[config.mk]
export PLATFORM = sky130hd
export DESIGN_NAME = fetch_pipeline_ctrl
export DESIGN_NICKNAME = d
export VERILOG_FILES = /design/src/rtl/fetch_pipeline_ctrl.sv
export SDC_FILE = /design/constraint.sdc
export NUM_CORES = 1
export LEC_CHECK = 0
export CORE_UTILIZATION = 46
export CTS_BUF_LIST = sky130_fd_sc_hd__clkbuf_4
export CTS_CLUSTER_SIZE = 16
export DETAILED_ROUTE_END_ITERATION = 12
export PLACE_DENSITY = 0.89
export SLEW_MARGIN = 30
export SYNTH_ARGS = -nofsm -noshare
export SYNTH_HDL_FRONTEND = slang
export SYNTH_SLANG_ARGS = --single-unit
[constraint.sdc]
create_clock -name clk -period 8.64 [get_ports clk]
set_input_delay 1.728 -clock clk [delete_from_list [all_inputs] [get_ports clk]]
set_output_delay 1.728 -clock clk [all_outputs]
set_load 0.02 [all_outputs]
[src/rtl/fetch_pipeline_ctrl.sv]
// Front-end state holder: PC, IF/ID register and ID/EX control, driven by hazard-unit stall/flush controls.
// Optional stall/flush performance counters are enabled by defining FETCH_PERF_CNT_EN.
module fetch_pipeline_ctrl #(
    parameter logic [31:0] PC_RESET = 32'h0000_0000,
    parameter int          CTRL_W   = 10,
    parameter int          CNT_W    = 32
) (
    input  logic              clk,
    input  logic              rst,
    input  logic              pc_write,
    input  logic              IF_ID_write,
    input  logic              IF_flush,
    input  logic              ID_flush,
    input  logic              pc_src,
    input  logic [31:0]       branch_target,
    input  logic [31:0]       instr_in,
    input  logic [CTRL_W-1:0] id_ctrl_in,
    output logic [31:0]       pc_out,
    output logic [31:0]       IF_ID_pc,
    output logic [31:0]       IF_ID_instr,
    output logic              IF_ID_valid,
    output logic [CTRL_W-1:0] ID_EX_ctrl,
    output logic [CNT_W-1:0]  stall_cnt,
    output logic [CNT_W-1:0]  flush_cnt
);

    logic              stall;
    logic              redirect;
    logic [31:0]       pc_reg;
    logic [31:0]       pc_next;
    logic [31:0]       if_id_pc_reg;
    logic [31:0]       if_id_instr_reg;
    logic              if_id_valid_reg;
    logic [CTRL_W-1:0] id_ex_ctrl_reg;

    // A stall from either enable freezes the whole front end and blocks redirect/flush.
    assign stall    = !pc_write || !IF_ID_write;
    assign redirect = pc_src && !stall;

    always_comb begin
        pc_next = pc_reg + 32'd4;
        if (stall) begin
            pc_next = pc_reg;
        end else if (redirect) begin
            pc_next = {branch_target[31:2], 2'b00};
        end
    end

    always_ff @(posedge clk or posedge rst) begin
        if (rst) begin
            pc_reg <= PC_RESET;
        end else begin
            pc_reg <= pc_next;
        end
    end

    always_ff @(posedge clk or posedge rst) begin
        if (rst) begin
            if_id_pc_reg    <= 32'h0;
            if_id_instr_reg <= 32'h0;
            if_id_valid_reg <= 1'b0;
        end else if (!stall) begin
            if_id_pc_reg    <= pc_reg;
            if_id_instr_reg <= IF_flush ? 32'h0 : instr_in;
            if_id_valid_reg <= !IF_flush;
        end
    end

    // The bubble must go in even while stalled: that is how a load-use hazard is resolved.
    always_ff @(posedge clk or posedge rst) begin
        if (rst) begin
            id_ex_ctrl_reg <= '0;
        end else begin
            id_ex_ctrl_reg <= ID_flush ? '0 : id_ctrl_in;
        end
    end

    assign pc_out      = pc_reg;
    assign IF_ID_pc    = if_id_pc_reg;
    assign IF_ID_instr = if_id_instr_reg;
    assign IF_ID_valid = if_id_valid_reg;
    assign ID_EX_ctrl  = id_ex_ctrl_reg;

`ifdef FETCH_PERF_CNT_EN
    logic [1:0]       cnt_inc;
    logic [CNT_W-1:0] cnt_reg [2];

    assign cnt_inc[0] = stall;
    assign cnt_inc[1] = IF_flush && !stall;

    genvar gi;
    generate
        for (gi = 0; gi < 2; gi++) begin : g_cnt
            // Saturating: hold at all-ones rather than wrapping.
            always_ff @(posedge clk or posedge rst) begin
                if (rst) begin
                    cnt_reg[gi] <= '0;
                end else if (cnt_inc[gi] && (cnt_reg[gi] != {CNT_W{1'b1}})) begin
                    cnt_reg[gi] <= cnt_reg[gi] + 1'b1;
                end
            end
        end
    endgenerate

    assign stall_cnt = cnt_reg[0];
    assign flush_cnt = cnt_reg[1];
`else
    assign stall_cnt = '0;
    assign flush_cnt = '0;
`endif

endmodule

==> summary.txt, run 1 <==
status: finished, final reports clean
cell at the slowest stage of the critical path: sky130_fd_sc_hd__clkinv_1
number of antenna violations at the first check in global routing: 1
placer congestion estimate: 0.7651
layout cells sized above 1: 3.581%
reg2reg setup slack: 6.33 ns
die width: 108.5 um
type of the worst setup path: in -> reg
Post-Syn Area: 5215 um^2
post-synth top area cell: sky130_fd_sc_hd__dfrtp_1
vias in the first global route: 4331
leading cell types by total area after synthesis: sky130_fd_sc_hd__dfrtp_1, sky130_fd_sc_hd__nand2_1, sky130_fd_sc_hd__buf_4, sky130_fd_sc_hd__nand3b_1, sky130_fd_sc_hd__o21ai_0
TritonCTS clock tree: built
# Max-Cap Violations: 0
placeable core region: 10940 um^2
share of flip-flops with an asynchronous set or reset after synthesis: 100.0%
pins over their slew limit: 0
number of enable-type register cells in the synthesized netlist: 0
TritonCTS buffer count: 9
IR drop worst, VDD: 0.1165 mV
kind of cell adding the most delay to the critical path: buffers and inverters
Slew @ Worst Pin: 0.9547 ns
Clock Skew: 0.01825 ns
clock latency at the later pin of the worst-skew pair: 0.45 ns
Worst R2R End: pc_out[24]$_DFFE_PP0N_
clock transition at the registers of the reported paths: 0.15 ns
average vias per placed instance: 5.209
final routed wirelength across all metal layers: 13.69 mm
worst setup path endpoint: pc_out[24]$_DFFE_PP0N_
synthesized instance count: 590
minimum clock period: 3.883 ns
element type at the critical path end: flip-flop
path class of the lowest-slack min-delay path: reg -> reg
maximum number of pins on one net before global-route repair: 106
initial core utilization: 47.69%
Pwr Total: 1.312 mW
highest cell delay on the worst timing path: 0.82 ns
total count of hold-check failures in the final report: 0
Setup crit start: pc_src
worst slack, placed: 4.608 ns
number of nets in the layout: 833
Avg Synthesized Cell Area: 8.839 um^2
number of remaining DRC errors: 0
initial detailed-routing violation count: 331
final HPWL from detailed placement: 9.291 mm
met2 routed wirelength: 6.970 mm
RSZ-0062 raised after global routing: no
logic depth of the worst register-to-register path: 6
setup bufs post-CTS: 0
post-route worst setup slack: 4.757 ns
Leakage: 3.196 nW
distinct cell type count of the synthesized netlist: 47
die outline area: 11770 um^2
highest net fanout along the worst path: 45
CP cell instances: clkdlybuf4s50_1, buf_4, clkinv_1, or3_1, o21ai_0, a311oi_1
Slew HR: 36.15%
final worst path period share: 44.94%
top-area cell type share of the netlist area: 49.42%
TritonCTS Sinks: 103
required time at the endpoint of the critical path: 8.97 ns
overall track demand over capacity in global routing: 22.76%
cell count along the critical path: 6
number of buffers inserted for hold repair after clock tree synthesis: 0
number of iterations in the first detailed-routing pass: 4
number of top-level pins: 252
share of synthesized area occupied by flip-flops and latches: 49.42%
worst path buffer plus inverter count: 3
Fmax: 0.2576 GHz
number of storage elements in the synthesis netlist: 103
power per cell area: 187.2 nW/um^2
total of buffers placed on input and output ports: 181
cell chosen for the clock root: sky130_fd_sc_hd__clkbuf_4
average wire length per cell after detail routing: 15.30 um
post-cts gate resize count: 0
Detail Route Antenna Nets: 0
die boundary height: 108.5 um
# H-tree levels: 3
metal1 wirelength: 5.640 mm
global route total overflow: 0
CP Data Arrival Time: 4.21 ns
total number of placement rows: 38
total negative slack: 0 ns
startpoint class of the critical path: input pin
maximum root-to-sink buffer count: 2
Finished Core Util: 64.11%
setup-violating endpoint count in the final report: 0
number of vias after detailed routing: 4662
area growth from synthesis to final layout: 34.43%
highest signal layer in the routed design: met4
detailed-routed wire length on met3: 851 um
R2R Path Start: pc_out[2]$_DFFE_PP0N_
main flop type after synthesis: sky130_fd_sc_hd__dfrtp_1
number of warning messages in the yosys log: 0
wire length of the first global-routing pass: 21.05 mm
-- power by group --
part / total (mW) / switching (mW) / internal, mW
clock: 0.280 / 0.162 / 0.117
combinational: 0.417 / 0.229 / 0.189
sequential: 0.615 / 0.0668 / 0.548
total: 1.31 / 0.458 / 0.855
-- sequential cells by signal, summed over array words and instances (netlist names) --
signal	flops
pc_out	30
IF_ID_valid	1
ID_EX_ctrl	10
IF_ID_instr	32
IF_ID_pc	30
-- per-layer routing --
layer,vias to the layer above,global-route usage [%]
li1,2173,-
met1,2289,29.81
met2,183,37.03
met3,17,3.797
met4,0,10.04
met5,-,0
-- worst min-delay path by stage --
stage / endpoint / cells past startpoint / from / slack [ns]
final: IF_ID_instr[30]$_DFFE_PP0N_ / 2 / IF_ID_instr[30]$_DFFE_PP0N_ / 0.49
after detailed placement: IF_ID_instr[5]$_DFFE_PP0N_ / 2 / IF_ID_instr[5]$_DFFE_PP0N_ / 0.46
after global placement: IF_ID_instr[5]$_DFFE_PP0N_ / 2 / IF_ID_instr[5]$_DFFE_PP0N_ / 0.45
after global routing: IF_ID_instr[3]$_DFFE_PP0N_ / 2 / IF_ID_instr[3]$_DFFE_PP0N_ / 0.51
after CTS: IF_ID_instr[5]$_DFFE_PP0N_ / 2 / IF_ID_instr[5]$_DFFE_PP0N_ / 0.49
after floorplan: IF_ID_instr[0]$_DFFE_PP0N_ / 2 / IF_ID_instr[0]$_DFFE_PP0N_ / 0.58
-- metrics by stage --
| step | std cells | instance area [um^2] | hold slack [ns] |
|---|---|---|---|
| final | 895 | 7010 | 0.4881 |
| after global routing | 895 | 7010 | 0.5115 |
| after CTS | 894 | 6999 | 0.4888 |
| after detailed placement | 880 | 6852 | 0.4567 |
| after global placement | 880 | 6852 | 0.4501 |
| after floorplan | 657 | 5466 | 0.5827 |
-- layout make-up --
cell class | count | area, um^2
fillers | 912 | 3925
flip-flops and latches | 103 | 2577
multi-input cells | 447 | 2248
repair buffers | 184 | 1834
well taps | 140 | 175.2
clock buffers | 10 | 75.07
clock inverters | 4 | 72.57
inverters | 6 | 25.02
diodes | 1 | 2.502
-- cell usage after synthesis, types with 5 or more instances --
library cell,count
sky130_fd_sc_hd__nand3b_1,32
sky130_fd_sc_hd__a31oi_1,6
sky130_fd_sc_hd__nand2_1,169
sky130_fd_sc_hd__nor3_1,6
sky130_fd_sc_hd__nor2b_1,10
sky130_fd_sc_hd__buf_4,68
sky130_fd_sc_hd__o22a_1,7
sky130_fd_sc_hd__a311oi_1,6
sky130_fd_sc_hd__nand3_1,14
sky130_fd_sc_hd__o21ai_0,30
sky130_fd_sc_hd__nor2_1,24
sky130_fd_sc_hd__a21oi_1,23
sky130_fd_sc_hd__inv_1,6
sky130_fd_sc_hd__dfrtp_1,103
sky130_fd_sc_hd__clkbuf_1,30
sky130_fd_sc_hd__or3_1,5
-- tightest hold or removal path, cell delays in order (launching register included) --
cell and delay (ns):
sky130_fd_sc_hd__dfrtp_1 0.37, sky130_fd_sc_hd__nand2_1 0.05, sky130_fd_sc_hd__nand2_1 0.05
-- cells by family (layout without fill, tap and decap cells) --
kind of cell / Yosys count / count (layout) / synth area share (%)
simple gates: 285 / 285 / 26.39
other cells: 1 / 69 / 0.07191
mux: 1 / 1 / 0.1919
fa+ha+maj: 1 / 1 / 0.2399
compound gates: 92 / 92 / 11.06
buf+inv: 107 / 204 / 12.62
flops: 103 / 103 / 49.42
-- layout by cell type, fill, tap and decap left out, types with 2 or more instances in the layout --
| cell | n |
|---|---|
| sky130_fd_sc_hd__clkdlybuf4s50_1 | 181 |
| sky130_fd_sc_hd__nand2_1 | 168 |
| sky130_fd_sc_hd__dfrtp_1 | 103 |
| sky130_fd_sc_hd__conb_1 | 68 |
| sky130_fd_sc_hd__nand3b_1 | 32 |
| sky130_fd_sc_hd__o21ai_0 | 30 |
| sky130_fd_sc_hd__nor2_1 | 24 |
| sky130_fd_sc_hd__a21oi_1 | 23 |
| sky130_fd_sc_hd__nand3_1 | 14 |
| sky130_fd_sc_hd__nor2b_1 | 10 |
| sky130_fd_sc_hd__clkbuf_4 | 10 |
| sky130_fd_sc_hd__o22a_1 | 7 |
| sky130_fd_sc_hd__nor3_1 | 6 |
| sky130_fd_sc_hd__a31oi_1 | 6 |
| sky130_fd_sc_hd__a311oi_1 | 6 |
| sky130_fd_sc_hd__or3_1 | 5 |
| sky130_fd_sc_hd__inv_1 | 4 |
| sky130_fd_sc_hd__and3_1 | 4 |
| sky130_fd_sc_hd__nor4_1 | 4 |
| sky130_fd_sc_hd__nand4_1 | 3 |
| sky130_fd_sc_hd__a22oi_1 | 3 |
| sky130_fd_sc_hd__a32oi_1 | 3 |
| sky130_fd_sc_hd__a2bb2oi_1 | 3 |
| sky130_fd_sc_hd__and2_1 | 3 |
| sky130_fd_sc_hd__buf_4 | 3 |
| sky130_fd_sc_hd__o22ai_1 | 2 |
| sky130_fd_sc_hd__o31a_1 | 2 |
| sky130_fd_sc_hd__bufinv_16 | 2 |
Power figures use the tool's default switching activity.
==> run 2: changes to the inputs <==
- CORE_UTILIZATION: 46 -> 42
- PLACE_DENSITY: 0.89 -> 0.82
- clock period: 8.64 -> 3.8 ns (I/O delays scaled with it)
==> summary.txt, run 2 (synthesis results as in run 1) <==
Slew @ Worst Pin: 0.9374 ns (-0.01737 ns)
average vias per placed instance: 4.966 (-4.7%)
IR drop worst, VDD: 0.2492 mV (+110%)
total negative slack: 0 ns (unchanged)
CP cell instances: clkdlybuf4s50_1
reg2reg setup slack: 1.36 ns (-4.97 ns)
total number of placement rows: 40 (+5.3%)
path class of the lowest-slack min-delay path: reg -> reg
clock transition at the registers of the reported paths: 0.15 ns (about the same)
cell depth of the worst min-delay path: 2 (unchanged)
Fmax: 0.4003 GHz
highest net fanout along the worst path: 9 (-80%)
Detail Route Antenna Nets: 0 (unchanged)
number of top-level pins: 252 (unchanged)
kind of cell adding the most delay to the critical path: buffers and inverters
CP Data Arrival Time: 1.74 ns (-2.47 ns)
fraction of power consumed by the clock network: 19.4% (-1.9 points)
final routed wirelength across all metal layers: 13.92 mm (+1.7%)
initial core utilization: 43.24% (-4.5 points)
element type at the critical path end: output port
layout cells sized above 1: 3.947% (+0.37 points)
TritonCTS clock tree: built
pins over their slew limit: 0 (unchanged)
total count of hold-check failures in the final report: 0 (unchanged)
die outline area: 12870 um^2 (+9.3%)
placer congestion estimate: 0.7937 (+3.7%)
total of buffers placed on input and output ports: 181 (unchanged)
cell at the slowest stage of the critical path: sky130_fd_sc_hd__clkdlybuf4s50_1
number of nets in the layout: 837 (+0.48%)
initial detailed-routing violation count: 267 (-19%)
worst path buffer plus inverter count: 1 (-2)
clock latency at the later pin of the worst-skew pair: 0.48 ns (+0.03 ns)
maximum root-to-sink buffer count: 2 (unchanged)
vias in the first global route: 4443 (+2.6%)
# Max-Cap Violations: 0 (unchanged)
cell count along the critical path: 1 (-5)
status: finished, final reports clean
TritonCTS Sinks: 103 (unchanged)
TritonCTS buffer count: 9 (unchanged)
Ant. Diodes: 0 (-1)
number of antenna violations at the first check in global routing: 0 (-1)
global route total overflow: 0 (unchanged)
Power Internal: 1.890 mW (+120%)
wire length of the first global-routing pass: 22.42 mm (+6.5%)
final worst path period share: 65.74%
fraction of power consumed by combinational cells: 32.8% (+1.0 points)
number of buffers inserted for hold repair after clock tree synthesis: 0 (unchanged)
power per cell area: 414.1 nW/um^2 (+120%)
number of flip-flops in the largest register: 32 (unchanged)
logic depth of the worst register-to-register path: 6 (unchanged)
area growth from synthesis to final layout: 35.41%
cell chosen for the clock root: sky130_fd_sc_hd__clkbuf_4
number of remaining DRC errors: 0 (unchanged)
startpoint class of the critical path: flip-flop
average wire length per cell after detail routing: 15.00 um (-1.9%)
highest cell delay on the worst timing path: 0.68 ns (-0.14 ns)
net switching share of the total power: 35.36% (+0.48 points)
Finished Core Util: 58.55% (-5.6 points)
maximum number of pins on one net before global-route repair: 59 (-44%)
portion of total power attributed to sequential cells: 47.8% (+0.9 points)
type of the worst setup path: reg -> out
post-cts gate resize count: 0 (unchanged)
final HPWL from detailed placement: 9.955 mm (+7.1%)
Slew HR: 36.93% (+0.78 points)
number of vias after detailed routing: 4608 (-1.2%)
Switch Pwr: 1.034 mW (+130%)
die boundary height: 113.4 um (+4.6%)
die width: 113.4 um (+4.6%)
highest-count cells in the layout ignoring fill and taps: sky130_fd_sc_hd__clkdlybuf4s50_1, sky130_fd_sc_hd__nand2_1, sky130_fd_sc_hd__dfrtp_1
Pwr Total: 2.924 mW (+120%)
most frequent standard cell in the layout excluding fill and tap cells: sky130_fd_sc_hd__clkdlybuf4s50_1
# H-tree levels: 3 (unchanged)
setup-violating endpoint count in the final report: 0 (unchanged)
Leakage: 3.218 nW (+0.70%)
number of iterations in the first detailed-routing pass: 4 (unchanged)
setup bufs post-CTS: 0 (unchanged)
RSZ-0062 raised after global routing: no
Clock Skew: 0.02095 ns (+0.002702 ns)
overall track demand over capacity in global routing: 22.36% (-0.40 points)
placeable core region: 12060 um^2 (+10%)
minimum clock period: 2.498 ns
required time at the endpoint of the critical path: 3.04 ns (-5.93 ns)
run 2: cell count changes in the layout (fill, tap and decap cells not counted):
| cell | delta |
|---|---|
| sky130_fd_sc_hd__nand2_8 | -1 |
| sky130_fd_sc_hd__and2_4 | +1 |
| sky130_fd_sc_hd__buf_4 | +3 |
| sky130_fd_sc_hd__clkinv_2 | -1 |
| sky130_fd_sc_hd__buf_12 | +1 |
| sky130_fd_sc_hd__clkinv_1 | +2 |
| sky130_fd_sc_hd__inv_1 | +1 |
| sky130_fd_sc_hd__and2_2 | -1 |
| sky130_fd_sc_hd__clkbuf_4 | +1 |
| sky130_fd_sc_hd__bufinv_16 | -1 |
| sky130_fd_sc_hd__nand2_4 | +1 |
| sky130_fd_sc_hd__diode_2 | -1 |
run 2: area by class of cell:
| type | count | area (um^2) |
|---|---|---|
| Clock buffer | 11 | 82.58 |
| Clock inverter | 5 | 48.80 |
| Fill cell | 1069 | 5000 |
| Inverter | 6 | 25.02 |
| Multi-Input combinational cell | 447 | 2241 |
| Sequential cell | 103 | 2577 |
| Tap cell | 168 | 210.2 |
| Timing Repair Buffer | 188 | 1877 |
run 2: worst paths after layout:
check | startpoint | end
max in group asynchronous | rst | IF_ID_instr[30]$_DFFE_PP0N_
min | IF_ID_instr[13]$_DFFE_PP0N_ | IF_ID_instr[13]$_DFFE_PP0N_
min reg2reg | IF_ID_instr[13]$_DFFE_PP0N_ | IF_ID_instr[13]$_DFFE_PP0N_
min in group asynchronous | rst | IF_ID_instr[2]$_DFFE_PP0N_
max | pc_out[9]$_DFFE_PP0N_ | pc_out[9]
max reg2reg | pc_out[2]$_DFFE_PP0N_ | pc_out[20]$_DFFE_PP0N_
run 2: power by group through the flow:
stage / clock, mW / combinational [mW] / sequential [mW]
6_report: 0.568 / 0.958 / 1.40
3_5_place_dp: 0 / 0.962 / 1.42
4_1_cts: 0.587 / 0.965 / 1.40
5_1_grt: 0.630 / 1.03 / 1.43
2_1_floorplan: 0 / 0.358 / 1.58
3_3_place_gp: 0 / 0.942 / 1.41
run 2: routing by layer:
layer	global-route usage [%]	vias to the layer above	part of all wire (%)
li1	-	2183	-
met1	27.92	2228	41
met2	37.10	177	49
met3	5.792	20	7.1
met4	9.035	0	2.0
met5	0	-	0
run 2: through the flow:
stage | cell area (um^2) | setup slack (ns) | instances | hold WS [ns]
after floorplan | 5466 | 0.3362 | 657 | 0.5827
after global placement | 6930 | 1.277 | 912 | 0.4479
after detailed placement | 6930 | 1.240 | 912 | 0.4594
after CTS | 7062 | 1.275 | 928 | 0.4907
after global routing | 7062 | 1.149 | 928 | 0.5141
final | 7062 | 1.302 | 928 | 0.4849
